===== src/rtl/instr_timing_sequencer.sv =====
// Phase sequencer for the instruction-decode controller: fetch, execute and
// optional memory-operand phases with wait states, run/step control and bus timeout.
module instr_timing_sequencer #(
  parameter int WAIT_MAX = 15,
  parameter int CNT_W    = 16
) (
  input  logic             clk,
  input  logic             rst_n,
  input  logic [7:0]       ir_opcode,
  input  logic             run,
  input  logic             step,
  input  logic             mem_rdy,
  input  logic             err_clr,
  output logic [2:0]       timer,
  output logic             commit,
  output logic             halted,
  output logic             bus_err,
  output logic [CNT_W-1:0] instr_cnt
);

  localparam int WW = (WAIT_MAX < 1) ? 1 : $clog2(WAIT_MAX + 1);
  localparam logic [WW-1:0] WAIT_LIMIT = WW'(WAIT_MAX);

  // State encoding is the phase code itself, so timer doubles as the FSM debug view.
  typedef enum logic [2:0] {
    IDLE = 3'b100,
    F0   = 3'b000,
    F1   = 3'b001,
    EX   = 3'b011,
    M0   = 3'b101,
    M1   = 3'b111
  } state_t;

  state_t        state;
  logic [WW-1:0] wait_cnt;
  logic          mem_operand;
  logic          unused_opcode_bits;

  assign mem_operand        = (ir_opcode[7:2] == 6'b100000);
  assign unused_opcode_bits = ^ir_opcode[1:0];

  assign timer  = state;
  assign halted = (state == IDLE);

  always_comb begin
    commit = 1'b0;
    case (state)
      F0, EX, M0: commit = 1'b1;
      F1, M1:     commit = mem_rdy;
      default:    commit = 1'b0;
    endcase
  end

  always_ff @(posedge clk or negedge rst_n) begin
    if (!rst_n) begin
      state     <= IDLE;
      wait_cnt  <= '0;
      bus_err   <= 1'b0;
      instr_cnt <= '0;
    end else begin
      // A timeout set later in this block overrides a simultaneous clear.
      if (err_clr) bus_err <= 1'b0;
      case (state)
        IDLE: begin
          if (!bus_err && (run || step)) state <= F0;
        end
        F0: begin
          state    <= F1;
          wait_cnt <= '0;
        end
        F1: begin
          if (mem_rdy) begin
            state    <= EX;
            wait_cnt <= '0;
          end else if (wait_cnt == WAIT_LIMIT) begin
            bus_err  <= 1'b1;
            state    <= IDLE;
            wait_cnt <= '0;
          end else begin
            wait_cnt <= wait_cnt + WW'(1);
          end
        end
        EX: begin
          if (mem_operand) begin
            state <= M0;
          end else begin
            instr_cnt <= instr_cnt + CNT_W'(1);
            state     <= (run && !bus_err) ? F0 : IDLE;
          end
        end
        M0: begin
          state    <= M1;
          wait_cnt <= '0;
        end
        M1: begin
          if (mem_rdy) begin
            wait_cnt  <= '0;
            instr_cnt <= instr_cnt + CNT_W'(1);
            state     <= (run && !bus_err) ? F0 : IDLE;
          end else if (wait_cnt == WAIT_LIMIT) begin
            bus_err  <= 1'b1;
            state    <= IDLE;
            wait_cnt <= '0;
          end else begin
            wait_cnt <= wait_cnt + WW'(1);
          end
        end
        default: state <= IDLE;
      endcase
    end
  end

endmodule

===== config.mk =====
export PLATFORM = sky130hd
export DESIGN_NAME = instr_timing_sequencer
export DESIGN_NICKNAME = d
export VERILOG_FILES = /design/src/rtl/instr_timing_sequencer.sv
export SDC_FILE = /design/constraint.sdc
export NUM_CORES = 1
export LEC_CHECK = 0
export ABC_CLOCK_PERIOD_IN_PS = 4300
export CAP_MARGIN = 0
export CORE_AREA = 2 2 55 57
export CTS_CLUSTER_SIZE = 24
export DETAILED_ROUTE_END_ITERATION = 8
export DIE_AREA = 0 0 57 59
export MAX_ROUTING_LAYER = met4
export PLACE_DENSITY = 0.81
export SYNTH_ARGS = -nofsm -noshare
export SYNTH_HDL_FRONTEND = slang
export SYNTH_SLANG_ARGS = --single-unit

===== constraint.sdc =====
create_clock -name clk -period 4.3 [get_ports clk]
set_input_delay 1.075 -clock clk [delete_from_list [all_inputs] [get_ports clk]]
set_output_delay 1.075 -clock clk [all_outputs]
set_load 0.02 [all_outputs]

==> qor.yml <==
routing:
  dr.pass1.iters: 4
  drtIter0Drc: 36
  remaining_drc_errors: 0
  ant_nets: 0
  routed_wl_um: 2963
  wl_per_cell_um: 14.96
  dr_total_vias: 1163
  routed_via_density: 5.874
sta:
  whs_ns: 0.4802
  finalCritPeriodShare_pct: 83.24
  worst_slew_pin_slew_ns: 1.083
  fmax_mhz: 279.4
  fin_worst_skew_ns: 0.01086
  hold_viol_final: 0
  finalCriticalPeriod_ns: 3.579
  slew_violations: 0
  fin_tns_setup_ns: 0
  rsz0062_at_grt: "false"
  setup_viol: 0
  relSlewSlack_pct: 27.59
global_routing:
  grt_pass1_vias: 1188
  grt_usage_pct: 20.21
  grt_max_degree: 25
  grt_pass1_wl_um: 5285
  grt-ovfl-total: 0
  antenna_found_initial: 0
pwr:
  switching_share_pct: 41.14
  power.switching_mw: 0.3479
  power_mw: 0.8455
  ir_drop_v: 0.0003718
  combPwrFrac_pct: 45.2
  pwr-share-clk_pct: 13.8
  power.internal_mw: 0.4977
  power.density_nw_per_um2: 489.7
  pwr-share-seq_pct: 41.0
  leakagePower_nw: 0.6987
clocking:
  htreeDepth: 1
  cts.path.max_buffers: 2
  postCtsResizedCells: 0
  post_cts_buffers: 0
  cts_tree: "built"
  cts_hold_buf: 0
  cts_buffers: 3
  numClockSinks: 24
  path_clk_slew_ns: 0.13
  clock-root-buffer: "clkbuf_4"
  insertion_delay_ns: 0.31
die:
  dieArea_um2: 3363
  chipWidth_um: 57
  initial_core_util_pct: 50.14
  ios: 36
  core_area_um2: 2710
  rows: 19
  die_height_um: 59
critical_path:
  rr_worst_depth: 4
  worstPathArrival_ns: 2.50
  worstPathRequired_ns: 3.22
  startpoint_type: "input pin"
  crit_fanout: 8
  worstSetupPathType: "in2out"
  crit_path_end_kind: "output pin"
placement:
  place_congestion: 0.8259
  io_buffer_count: 33
  place_area_um2: 1690
  hpwl_um: 2175
  numPlacedInstances: 194
run:
  cap_viol_max_count: 0
finish:
  num_antenna_cells: 0
  layout_common_cells: "clkdlybuf4s50_1, dfrtp_1, xnor2_1, nand4_1, nand2_1"
  area_growth_syn_to_layout_pct: 27.07
  drive_above_1_share_pct: 5.389
  regArea_um2: 601.8
  multiInputGateArea_um2: 693.2
  stdcell_count: 198
  layout_commonest_cell: "clkdlybuf4s50_1"
  fillers: 245
  nets: 184
  fin_area_um2: 1727
logic_synthesis:
  synth_edf_count: 0
  yosysWarnings: 0
  ys_types: 38
  syn_inst: 136
  yosysSeqAreaShare_pct: 44.29
  synth_nets: 152
  netlist_area_um2: 1359
  synth_area_per_cell_um2: 9.991
  synth_ff_type: "dfrtp_1"
  ys_seq_elements: 24
  synth-async-reset-ratio_pct: 100.0
run_status:
  status: "completed"
worst_hold_path:
  hp-class: "reg2reg"
  min_path_cells: 1
power groups by stage:
stage	sequential, mW	clock (mW)	combinational (mW)
after floorplan	0.354	0	0.236
after global placement	0.343	0	0.376
after detailed placement	0.350	0	0.381
after CTS	0.345	0.120	0.385
after global routing	0.356	0.129	0.424
final	0.347	0.116	0.383
final cells by class:
cell class / count / share of cell area, %
multi-input combinational: 99 / 40.14
clock buffer: 4 / 2.101
sequential: 24 / 34.85
inverter: 7 / 1.522
timing repair buffer: 33 / 19.13
tap: 31 / 2.246
per-layer routing:
metal  global-route usage [%]  vias up  wire (um)  part of all wire [%]
li1                         -      553          -                     -
met1                    24.57      571       1285                    43
met2                    34.15       39       1516                    51
met3                    2.838        0        161                   5.4
met4                    8.306        0          0                     0
met5                        -        -          0                     0
through the flow:
step	utilization, %	setup slack, ns
global placement	62.37	0.7225
floorplan	-	1.923
CTS	63.71	0.7310
global route	63.71	0.7157
detailed placement	62.37	0.7407
finish	63.71	0.7206
worst max-delay path, stage by stage:
cell,delay (ns)
clkdlybuf4s50_1,0.66
o22a_1,0.17
clkdlybuf4s50_1,0.59
state kept, by name, indices dropped and copies added (netlist names):
signal / flops
instr_cnt: 16
timer: 3
bus_err: 1
wait_cnt: 4
path summary, 6_finish.rpt:
kind,from,end,slack (ns)
min in group asynchronous,rst_n,wait_cnt[2],1.33
min reg2reg,instr_cnt[15],instr_cnt[15],0.48
min,instr_cnt[15],instr_cnt[15],0.48
max reg2reg,timer[1],instr_cnt[11],2.22
max in group asynchronous,rst_n,instr_cnt[6],2.31
max,mem_rdy,commit,0.72
synth_stat cells (3+ instances only):
master,n,area [um^2]
dfrtp_1,23,575.6
xnor2_1,14,122.6
nand4_1,10,62.56
nand2_1,9,33.78
inv_1,7,26.28
nand3_1,6,30.03
nor2_1,6,22.52
a21oi_1,5,25.02
and3_1,5,31.28
o21ai_0,5,25.02
and2_1,4,25.02
clkbuf_1,4,15.01
nand2b_1,4,25.02
o211ai_1,3,22.52
o22ai_1,3,18.77
kinds of logic (layout without fill, tap and decap cells):
logic type	Yosys count	count (layout)	synth area share, %
AND/OR/NAND/NOR	54	54	23.48
buffers and inverters	13	44	4.696
XOR/XNOR	15	15	9.669
multiplexers	2	2	1.565
flip-flops	24	24	44.29
AO/OA/AOI/OAI	26	26	14.46
adder cells (fa/ha/maj)	2	2	1.841
Power figures use the tool's default switching activity.
